$ cat config.mk
export PLATFORM = sky130hd
export DESIGN_NAME = ex_mem
export DESIGN_NICKNAME = d
export VERILOG_FILES = /design/src/rtl/ex_mem.sv
export SDC_FILE = /design/constraint.sdc
export NUM_CORES = 1
export LEC_CHECK = 0
export BUFFER_PORTS_ARGS = -buffer_cell sky130_fd_sc_hd__buf_2
export CAP_MARGIN = 20
export CORE_AREA = 2 2 192 194
export CTS_CLUSTER_DIAMETER = 120
export DETAILED_ROUTE_END_ITERATION = 8
export DIE_AREA = 0 0 194 196
export MAX_ROUTING_LAYER = met4
export SYNTH_ARGS = -nofsm -noshare
export SYNTH_HDL_FRONTEND = slang
export SYNTH_SLANG_ARGS = --single-unit
$ cat constraint.sdc
create_clock -name clk -period 2.6 [get_ports clk]
set_input_delay 0.39 -clock clk [delete_from_list [all_inputs] [get_ports clk]]
set_output_delay 0.39 -clock clk [all_outputs]
set_load 0.01 [all_outputs]
$ cat src/rtl/ex_mem.sv
// EX->MEM pipeline register with stall/bubble/flush handling and madd/msub feedback.
// Define HILO_PATH_EN to register the HI/LO path; otherwise those outputs are tied to 0.
module ex_mem #(
    parameter int DATA_W  = 32,
    parameter int RADDR_W = 5,
    parameter int ALUOP_W = 8
) (
    input  logic                clk,
    input  logic                rst,
    input  logic [5:0]          stall,
    input  logic                flush,
    input  logic [RADDR_W-1:0]  ex_rw,
    input  logic                ex_wreg,
    input  logic [DATA_W-1:0]   ex_wdata,
    input  logic                ex_whilo,
    input  logic [DATA_W-1:0]   ex_hi,
    input  logic [DATA_W-1:0]   ex_lo,
    input  logic [ALUOP_W-1:0]  ex_aluop,
    input  logic [DATA_W-1:0]   ex_mem_addr,
    input  logic [DATA_W-1:0]   ex_reg2,
    input  logic [2*DATA_W-1:0] hilo_i,
    input  logic [1:0]          cnt_i,
    output logic [RADDR_W-1:0]  mem_rw,
    output logic                mem_wreg,
    output logic [DATA_W-1:0]   mem_wdata,
    output logic                mem_whilo,
    output logic [DATA_W-1:0]   mem_hi,
    output logic [DATA_W-1:0]   mem_lo,
    output logic [ALUOP_W-1:0]  mem_aluop,
    output logic [DATA_W-1:0]   mem_mem_addr,
    output logic [DATA_W-1:0]   mem_reg2,
    output logic [2*DATA_W-1:0] hilo_o,
    output logic [1:0]          cnt_o
);

    logic clear;
    logic bubble;
    logic advance;

    // Only the EX and MEM stall bits matter at this boundary.
    logic unused_stall;
    assign unused_stall = ^{stall[5], stall[2:0]};

    assign clear   = rst || flush;
    assign bubble  = stall[3] && !stall[4];
    assign advance = !stall[3];

    always_ff @(posedge clk) begin
        if (clear || bubble) begin
            mem_rw       <= '0;
            mem_wreg     <= 1'b0;
            mem_wdata    <= '0;
            mem_aluop    <= '0;
            mem_mem_addr <= '0;
            mem_reg2     <= '0;
        end else if (advance) begin
            mem_rw       <= ex_rw;
            mem_wreg     <= ex_wreg;
            mem_wdata    <= ex_wdata;
            mem_aluop    <= ex_aluop;
            mem_mem_addr <= ex_mem_addr;
            mem_reg2     <= ex_reg2;
        end
    end

`ifdef HILO_PATH_EN
    always_ff @(posedge clk) begin
        if (clear) begin
            mem_whilo <= 1'b0;
            mem_hi    <= '0;
            mem_lo    <= '0;
            hilo_o    <= '0;
            cnt_o     <= '0;
        end else if (bubble) begin
            mem_whilo <= 1'b0;
            mem_hi    <= '0;
            mem_lo    <= '0;
            hilo_o    <= hilo_i;
            cnt_o     <= cnt_i;
        end else if (advance) begin
            mem_whilo <= ex_whilo;
            mem_hi    <= ex_hi;
            mem_lo    <= ex_lo;
            hilo_o    <= '0;
            cnt_o     <= '0;
        end else begin
            // Both stages stalled: MEM holds, EX keeps its partial product alive.
            hilo_o    <= hilo_i;
            cnt_o     <= cnt_i;
        end
    end
`else
    logic unused_hilo;
    assign unused_hilo = ^{ex_whilo, ex_hi, ex_lo, hilo_i, cnt_i};

    assign mem_whilo = 1'b0;
    assign mem_hi    = '0;
    assign mem_lo    = '0;
    assign hilo_o    = '0;
    assign cnt_o     = '0;
`endif

endmodule

=== After elaboration in Yosys (flattened, before gate mapping) ===
Cells that the tools add are included.

* Flip-flop bits (word level): 110

* Reductions and logical operators: 4

{| class="wikitable"
|+ Operator list
! kind !! count
|-
| 1-bit logical OR || 2
|-
| 1-bit logical AND || 1
|-
| 1-bit logical NOT || 1
|}

=== Depth between registers and ports, before layout ===
Gate-level depths: netlist (run 1).

* Depth after elaboration: 3
* Gate-level depth with buffers: 5

=== Worst setup path before layout (run 1) ===
No wires, ideal clock.

* Path kind: input to register
* Start point: in flush
* End point: reg mem_aluop[0]
* Data arrival time: 1056 ps
* Setup slack: 1478 ps
* Data required time: 2534 ps
* Setup time: 66 ps
* Path buffers: 2
* Stages on the path: 4
* Path through: or2_1 buf_2 buf_2 a21oi_2

* Word-level cells in the longest chain between the ends: 2

{| class="wikitable"
|+ Ends and longest elaborated chain
! what !! RTL line !! RTL
|-
| start, declared || 11 || <nowiki>input logic flush,</nowiki>
|-
| 1-bit logical OR || 44 || <nowiki>assign clear = rst || flush;</nowiki>
|-
| 1-bit logical OR || 49 || <nowiki>if (clear || bubble) begin</nowiki>
|-
| end signal, assigned || 60 || <nowiki>mem_aluop <= ex_aluop;</nowiki>
|-
| end, declared || 29 || <nowiki>output logic [ALUOP_W-1:0] mem_aluop,</nowiki>
|}

Every way passes these cells.
A chain may end at the register's enable or synchronous reset.

=== Final worst setup path (run 1) ===
* Start point: reg mem_mem_addr[1]
* End point: out mem_mem_addr[1]

{| class="wikitable"
|+ RTL lines
! what !! RTL line !! RTL
|-
| start, declared || 30 || <nowiki>output logic [DATA_W-1:0] mem_mem_addr,</nowiki>
|-
| start signal, assigned || 61 || <nowiki>mem_mem_addr <= ex_mem_addr;</nowiki>
|}

No word-level cell between the ends.

==> run_results.csv, run 1 <==
group,metric,value,unit
cts,post_cts_resized,0,
placement,io_buffer_count,224,
yosys,synth.distinct_cells,14,
timing,finClkSkew,0,ns
setup_path,worst_path_max_delay_cell,"dfxtp_1",
grt,use_met1,10.29,%
cts,cts.clk_slew.worst_paths,0.07,ns
cts,htree_levels,3,
yosys,synth_area,6291,µm²
timing,setup_viol,0,
cts,ctsHoldBuffers,0,
final_layout,area_growth_syn_to_layout,20.05,%
flow_run,cap_violations,0,
die,fp.coreArea,36080,µm²
detailed_routing,drt_wl_total,15480,µm
detailed_routing,drtIter0Drc,100,
detailed_routing,ant_nets,0,
grt,grt_use_met2,12.02,%
grt,grt_pass1_wl,23520,µm
grt,grt_antenna_before_repair,2,
detailed_routing,drc,0,
yosys,netlist_instances,621,
worst_hold_path,min_path_cells,3,
die,initial_core_util,17.43,%
grt,busiest_layer,"met2",
timing,fmax,766.1,MHz
yosys,avgSynthCellArea,10.13,µm²
yosys,ys_seq_area_share,35.00,%
cts,clk_path_buf_depth,2,
worst_hold_path,min_path_type,"in -> reg",
cts,insertion_delay,0.36,ns
grt,grt_usage,8.252,%
placement,place.gp.congestion,0.6725,
power_and_ir_drop,powerDensity,507.5,nW/µm²
setup_path,path_buf_inv,1,
final_layout,stdcell_area,7552,µm²
cts,cts_root_buffer,"clkbuf_16",
die,dieArea,38020,µm²
timing,post-route-period-util,50.21,%
timing,maxSlewHeadroom,49.50,%
timing,hold_viol_final,0,
setup_path,crit_chain,"buf_2",
final_layout,layout.nets,1066,
setup_path,cp_num_cells,1,
timing,slew_violations,0,
setup_path,max_stage_delay,0.39,ns
final_layout,drive_gt1_share,54.51,%
run_status,outcome,"complete, no violations",
placement,placed_area,7242,µm²
setup_path,endpoint_kind,"primary output",
setup_path,setup.worst_path.class,"reg -> out",
setup_path,crit_fanout,2,
timing,tightest_slew,0.7576,ns
detailed_routing,vias,4486,
setup_path,worst-r2r-cell-count,2,
timing,rsz0062_at_grt,"false",
placement,dpl.hpwl,11210,µm
die,io_pins,491,
yosys,synth.yosys.warnings,0,
setup_path,cp.arrival,0.92,ns
final_layout,instances_no_fill,1290,
grt,grt_pass1_vias,4214,
cts,cts_tree,"yes",
die,die_h,196,µm
grt,grt_start_max_net_pins,66,
grt,use_met3,3.335,%
placement,placed_cells,1273,
timing,setup_tns,0,ns
yosys,ys_seq_elements,110,
power_and_ir_drop,leakage,3.019,nW
timing,holdWs,0.2711,ns
timing,fin_crit,1.305,ns
cts,numCtsBuffers,9,
grt,grt.overflow.total,0,
detailed_routing,dr.pass1.iters,4,
cts,post-cts-setup-buffers,0,
cts,numClockSinks,110,
die,die_w,194,µm
die,rows,70,
setup_path,setup.worst_path.start_class,"flip-flop",
setup_path,critical_path_required,2.21,ns
power_and_ir_drop,ir_drop,0.0003043,V
detailed_routing,drt-wirelength-per-cell,12.00,µm
setup_path,crit_family,"flip-flops",
detailed_routing,viasPerCell,3.478,
==> logic make-up (layout without fill, tap and decap cells) <==
family	after synthesis	count (layout)	synth area share, %
other	1	133	0.05961
AND/OR/NAND/NOR	221	221	27.74
buffers and inverters	179	248	22.47
AO/OA/AOI/OAI	110	110	14.72
flip-flops	110	110	35.00
==> cell type report <==
type	instances	area (µm²)
multi-input combinational	462	3166
tap	468	585.6
antenna	2	5.005
clock buffer	11	232.7
timing repair buffer	233	1289
sequential	110	2202
fill	3994	28530
clock inverter	4	72.57
==> path summary, 6_finish.rpt <==
path	startpoint	endpoint	slack [ns]
worst min-delay path	ex_rw[4]	mem_rw[4]	0.27
worst min register to register	mem_reg2[18]	mem_reg2[18]	0.47
worst max-delay path	mem_mem_addr[1]	mem_mem_addr[1]	1.29
worst max register to register	mem_mem_addr[1]	mem_mem_addr[1]	1.92
==> where the power goes <==
group | switching (mW) | internal [mW]
Combinational | 0.364 | 0.200
Clock | 0.665 | 0.840
Sequential | 0.0315 | 1.73
==> cells in the final DEF, fill, tap and decap left out, types with 7 or more instances in the layout <==
cell type and count:
nand3_2 100, nand3_1 10, conb_1 131, a21oi_2 100, buf_2 222, buf_12 7, a21oi_1 10, dfxtp_1 110
clkbuf_16 9, nand2b_1 110
==> cells in the mapped netlist (all sizes together) <==
master | number | area (µm²)
clkbuf | 11 | 51.30
a21oi | 110 | 925.9
nand2b | 110 | 688.2
nand3 | 110 | 1051
or2 | 1 | 6.260
dfxtp | 110 | 2202
buf | 168 | 1363
conb | 1 | 3.750
==> per-layer routing <==
| metal | wire, µm | part of all wire, % |
|---|---|---|
| met4 | 208 | 1.3 |
| met5 | 0 | 0 |
| met1 | 7082 | 46 |
| met2 | 6843 | 44 |
| met3 | 1344 | 8.7 |
==> registers in the layout (all words and copies together) (netlist names) <==
signal,count
mem_reg2,32
mem_wreg,1
mem_aluop,8
mem_mem_addr,32
mem_wdata,32
mem_rw,5
==> through the flow <==
stage	power (mW)	utilization, %	setup slack [ns]
5_1_grt	4.041	20.93	1.224
2_1_floorplan	2.350	-	1.478
4_1_cts	3.924	20.92	1.249
3_3_place_gp	2.368	20.07	0.9271
3_5_place_dp	2.374	20.07	0.9026
6_report	3.833	20.93	1.295
Note: power is estimated with default switching activity, not from simulation.
==> inputs of run 2 (changes only) <==
--- a/config.mk
+++ b/config.mk
@@ -7,10 +7,10 @@
 export LEC_CHECK = 0
 export BUFFER_PORTS_ARGS = -buffer_cell sky130_fd_sc_hd__buf_2
 export CAP_MARGIN = 20
-export CORE_AREA = 2 2 192 194
+export CORE_AREA = 2 2 193 195
 export CTS_CLUSTER_DIAMETER = 120
 export DETAILED_ROUTE_END_ITERATION = 8
-export DIE_AREA = 0 0 194 196
+export DIE_AREA = 0 0 195 197
 export MAX_ROUTING_LAYER = met4
 export SYNTH_ARGS = -nofsm -noshare
 export SYNTH_HDL_FRONTEND = slang
==> constraint.sdc (replaced) <==
create_clock -name clk -period 1.36 [get_ports clk]
set_input_delay 0.204 -clock clk [delete_from_list [all_inputs] [get_ports clk]]
set_output_delay 0.204 -clock clk [all_outputs]
set_load 0.01 [all_outputs]
==> run 2 against run 1 <==
Effect of this change: combinational power rose by 97%; largest cell class unchanged; non-clock buffer count increased by 12; largest power group unchanged; cell count grew 0.93%; setup slack got worse by 1.0 ns; die area increased by 1.0%; via count is 0.31% higher; first-iteration DRC count up 5.0%; utilization rose by 0.27 points; critical path depth unchanged; global-route usage decreased by 0.23 points.
==> run_results.csv, run 2 (synthesis gave the netlist of run 1 again) <==
group,metric,value,unit
die,rows,70,
setup_path,r2r_start,"mem_rw[1]",
final_layout,layout_common_cells,"buf_2 (222), conb_1 (131), nand2b_1 (110), dfxtp_1 (110)",
power_and_ir_drop,powerDensity,969.1,nW/µm²
timing,setup_viol,0,
final_layout,instances_no_fill,1302,
timing,setup_tns,0,ns
timing,setup_ws,0.2571,ns
placement,placed_cells,1285,
die,dieArea,38420,µm²
timing,slew_violations,0,
cts,htree_levels,3,
grt,grt_start_max_net_pins,52,
setup_path,max_stage_delay,0.34,ns
setup_path,crit_chain,"buf_2",
timing,finClkSkew,0,ns
setup_path,setup.worst_path.class,"reg -> out",
flow_run,cap_violations,0,
grt,grt_use_met2,12.42,%
setup_path,r2r_slack,0.70,ns
final_layout,area_growth_syn_to_layout,22.18,%
grt,grt_pass1_wl,22850,µm
setup_path,crit_fanout,2,
placement,pre_cts_slack,0.1824,ns
timing,fmax,906.7,MHz
grt,grt_usage,8.023,%
cts,post_cts_resized,0,
cts,numCtsBuffers,9,
grt,use_met3,3.816,%
die,initial_core_util,17.35,%
cts,cts_root_buffer,"clkbuf_16",
final_layout,layout_commonest_cell,"buf_2",
die,fp.coreArea,36260,µm²
detailed_routing,viasPerCell,3.456,
power_and_ir_drop,ir_drop,0.0006031,V
cts,cts.clk_slew.worst_paths,0.07,ns
die,die_w,195,µm
worst_hold_path,min_path_cells,3,
detailed_routing,drc,0,
setup_path,cp.arrival,0.90,ns
setup_path,setup.worst_path.start_class,"flip-flop",
placement,place.gp.congestion,0.6622,
timing,hold_viol_final,0,
grt,use_met1,9.206,%
grt,grt_antenna_before_repair,1,
cts,numClockSinks,110,
setup_path,crit_family,"flip-flops",
detailed_routing,dr.pass1.iters,4,
timing,post-route-period-util,81.10,%
cts,clk_path_buf_depth,2,
cts,ctsHoldBuffers,0,
final_layout,top_regs,"mem_mem_addr (32), mem_reg2 (32), mem_wdata (32)",
cts,cts_tree,"yes",
grt,grt_pass1_vias,4276,
setup_path,critical_path_required,1.16,ns
timing,rsz0062_at_grt,"false",
timing,fin_crit,1.103,ns
setup_path,worst_path_max_delay_cell,"dfxtp_1",
detailed_routing,drtIter0Drc,105,
detailed_routing,ant_nets,0,
setup_path,path_buf_inv,1,
setup_path,r2r-end,"mem_rw[1]",
worst_hold_path,min_path_type,"in -> reg",
final_layout,layout.nets,1078,
placement,dpl.hpwl,11230,µm
worst_hold_path,holdCritStartpoint,"ex_rw[2]",
detailed_routing,vias,4500,
detailed_routing,drt-wirelength-per-cell,11.69,µm
worst_hold_path,min_to,"mem_rw[2]",
detailed_routing,drt_wl_total,15230,µm
final_layout,fillCellCount,4050,
run_status,outcome,"complete, no violations",
die,die_h,197,µm
cts,post-cts-setup-buffers,0,
final_layout,post-route-util,21.20,%
grt,grt.overflow.total,0,
die,io_pins,491,
cts,insertion_delay,0.36,ns
grt,busiest_layer,"met2",
power_and_ir_drop,leakage,3.097,nW
setup_path,endpoint_kind,"primary output",
placement,io_buffer_count,224,
final_layout,drive_gt1_share,55.34,%
setup_path,worst-r2r-cell-count,2,
## run 2: cell types whose count changed in the layout (fill, tap and decap cells not counted), sizes merged
| cell | change |
|---|---|
| buf | +11 |
| clkbuf | +1 |
| diode | -1 |
| inv | +1 |
## run 2: how the worst max path moves through the flow
| stage | endpoint | depth (start not counted) | startpoint |
|---|---|---|---|
| final | mem_wdata[4] | 1 | mem_wdata[4] |
| after global routing | mem_wdata[4] | 1 | mem_wdata[4] |
| after CTS | mem_wdata[4] | 1 | mem_wdata[4] |
| after detailed placement | mem_mem_addr[6] | 4 | flush |
| after global placement | mem_aluop[3] | 4 | flush |
| after floorplan | mem_aluop[0] | 4 | flush |
## run 2: final cells by class
class	count	area, µm²	area share, %
Multi-Input combinational cell	462	3166	41.19
Sequential cell	110	2202	28.65
Timing Repair Buffer	245	1406	18.30
Tap cell	468	585.6	7.618
Clock buffer	11	242.7	3.158
Clock inverter	5	81.33	1.058
Antenna cell	1	2.502	0.03256
## run 2: stage by stage
step	instance area, µm²	power, mW	hold slack, ns
floorplan	6779	4.492	0.3526
global placement	7360	4.561	0.4581
detailed placement	7360	4.575	0.4602
CTS	7684	7.654	0.04153
global route	7686	7.845	0.06057
finish	7686	7.449	0.07815
## run 2: power breakdown
group | leakage (nW) | switching, mW | internal [mW]
Sequential | 0.896 | 0.0582 | 3.31
Clock | 0.156 | 1.29 | 1.67
Combinational | 2.05 | 0.700 | 0.412
## run 2: routing by layer
layer | wire length [µm] | vias up
met5 | 0 | -
met4 | 159 | 0
met3 | 1485 | 7
met2 | 6979 | 207
met1 | 6601 | 2081
li1 | - | 2205
==> inputs of run 3 (changes only) <==
--- a/config.mk
+++ b/config.mk
@@ -7,10 +7,10 @@
 export LEC_CHECK = 0
 export BUFFER_PORTS_ARGS = -buffer_cell sky130_fd_sc_hd__buf_2
 export CAP_MARGIN = 20
-export CORE_AREA = 2 2 193 195
+export CORE_AREA = 2 2 192 194
 export CTS_CLUSTER_DIAMETER = 120
 export DETAILED_ROUTE_END_ITERATION = 8
-export DIE_AREA = 0 0 195 197
+export DIE_AREA = 0 0 194 196
 export MAX_ROUTING_LAYER = met4
 export SYNTH_ARGS = -nofsm -noshare
 export SYNTH_HDL_FRONTEND = slang
==> constraint.sdc (replaced) <==
create_clock -name clk -period 1 [get_ports clk]
set_input_delay 0.15 -clock clk [delete_from_list [all_inputs] [get_ports clk]]
set_output_delay 0.15 -clock clk [all_outputs]
set_load 0.01 [all_outputs]
==> run 3 against run 2 <==
Effect of this change: the run now ends with setup timing left; global-route usage increased by 1.8 points; clock-buffer cell count unchanged; sequential power increased by 37%; via count increased by 19%; utilization increased by 6.5 points; setup slack got worse by 0.28 ns; highest routed layer unchanged.
==> run_results.csv, run 3 (synthesis gave the netlist of run 1 again) <==
group,metric,value,unit
run_status,outcome,"complete, but fails checks",
run_status,violations,"setup timing",
detailed_routing,drc,0,
setup_path,r2r_slack,0.14,ns
timing,setup_viol,1,
die,io_pins,491,
final_layout,fillCellCount,3720,
die,die_w,194,µm
timing,setup_tns,-0.02603,ns
worst_hold_path,min_path_type,"in -> reg",
timing,slew_violations,0,
final_layout,stdcell_area,9986,µm²
detailed_routing,dr.pass1.iters,5,
placement,dpl.hpwl,11830,µm
setup_path,setup.worst_path.class,"reg -> out",
die,rows,70,
setup_path,crit_fanout,2,
timing,fin_crit,1.026,ns
detailed_routing,drt-wirelength-per-cell,12.76,µm
placement,place.gp.congestion,0.7032,
placement,io_buffer_count,224,
detailed_routing,viasPerCell,3.623,
cts,htree_levels,3,
timing,rsz0062_at_grt,"true",
setup_path,max_stage_delay,0.40,ns
final_layout,top_regs,"mem_mem_addr (32), mem_reg2 (32), mem_wdata (32)",
detailed_routing,drt_wl_total,18930,µm
power_and_ir_drop,ir_drop,0.0009194,V
setup_path,path_buf_inv,1,
detailed_routing,ant_nets,0,
grt,grt_pass1_vias,5261,
cts,clk_path_buf_depth,2,
final_layout,area_growth_syn_to_layout,58.73,%
timing,hold_viol_final,0,
setup_path,crit_chain,"buf_6",
timing,fmax,974.6,MHz
final_layout,layout.nets,1260,
flow_run,cap_violations,0,
detailed_routing,drtIter0Drc,110,
final_layout,diodes,0,
detailed_routing,vias,5373,
cts,insertion_delay,0.36,ns
grt,grt_start_max_net_pins,50,
die,initial_core_util,17.43,%
setup_path,crit_family,"flip-flops",
setup_path,cp.arrival,0.88,ns
timing,post-route-period-util,102.6,%
placement,placed_area,7335,µm²
timing,setup_ws,-0.02603,ns
setup_path,worst_path_max_delay_cell,"dfxtp_4",
grt,grt.overflow.total,0,
die,die_h,196,µm
final_layout,layout_common_cells,"conb_1 (131), buf_4 (129), buf_2 (112), buf_6 (112), nand2b_1 (110)",
power_and_ir_drop,leakage,4.097,nW
final_layout,layout_commonest_cell,"conb_1",
setup_path,setup.worst_path.start_class,"flip-flop",
setup_path,critical_path_required,0.85,ns
grt,grt_pass1_wl,28080,µm
final_layout,drive_gt1_share,67.49,%
cts,cts_root_buffer,"clkbuf_16",
cts,cts_tree,"yes",
grt,grt_usage,9.830,%
power_and_ir_drop,powerDensity,1053,nW/µm²
cts,numCtsBuffers,9,
setup_path,endpoint_kind,"primary output",
grt,grt_antenna_before_repair,0,
cts,cts.clk_slew.worst_paths,0.08,ns
die,dieArea,38020,µm²
die,fp.coreArea,36080,µm²
cts,numClockSinks,110,
timing,finClkSkew,0,ns
[run 3: where the power goes]
group	internal [mW]	leakage, nW	switching (mW)
Combinational	1.01	3.01	1.08
Sequential	4.53	0.946	0.0984
Clock	2.02	0.142	1.79
[run 3: cell type report]
class	count	area [µm²]	area share, %
clock buffers	11	242.7	2.431
clock inverters	5	58.81	0.5889
multi-input cells	462	3166	31.70
flip-flops and latches	110	2342	23.46
well taps	468	585.6	5.864
repair buffers	427	3591	35.96
[run 3: final timing paths]
check,endpoint,start,cells past startpoint
max,mem_wdata[5],mem_wdata[5],1
min,mem_wdata[14],ex_wdata[14],3
max reg2reg,mem_mem_addr[22],mem_mem_addr[22],4
min reg2reg,mem_reg2[1],mem_reg2[1],2
[run 3: through the flow]
step	power [mW]	util (%)	hold WS [ns]	instances	setup slack, ns
after detailed placement	6.217	20.33	0.4110	1287	-0.05636
after global routing	11.09	27.67	0.005266	1483	-0.06891
final	10.52	27.67	0.03137	1483	-0.02603
after global placement	6.202	20.33	0.4093	1287	-0.05695
after CTS	10.68	26.95	0.0003043	1450	-0.06894
after floorplan	6.109	-	0.2986	751	0.1179
[run 3: timing repair]
item                                    in CTS  in global routing
hold endpoints to repair                    68                  0
endpoints found under the setup margin     110                100
pin swaps                                    0                  0
gates resized for setup                    236                  2
gates cloned                                 0                  0
setup buffers                               79                 33
hold buffers                                68                  0
[run 3: worst min-delay path, stage by stage]
cell	delay [ns]
buf_2	0.10
nand2b_1	0.07
a21oi_2	0.05
[run 3: routing by layer]
metal	global-route usage, %	vias to the layer above	routed length, µm
li1	-	2562	-
met1	11.04	2575	7982
met2	16.67	218	9540
met3	2.561	18	1118
met4	3.900	0	285
met5	-	-	0
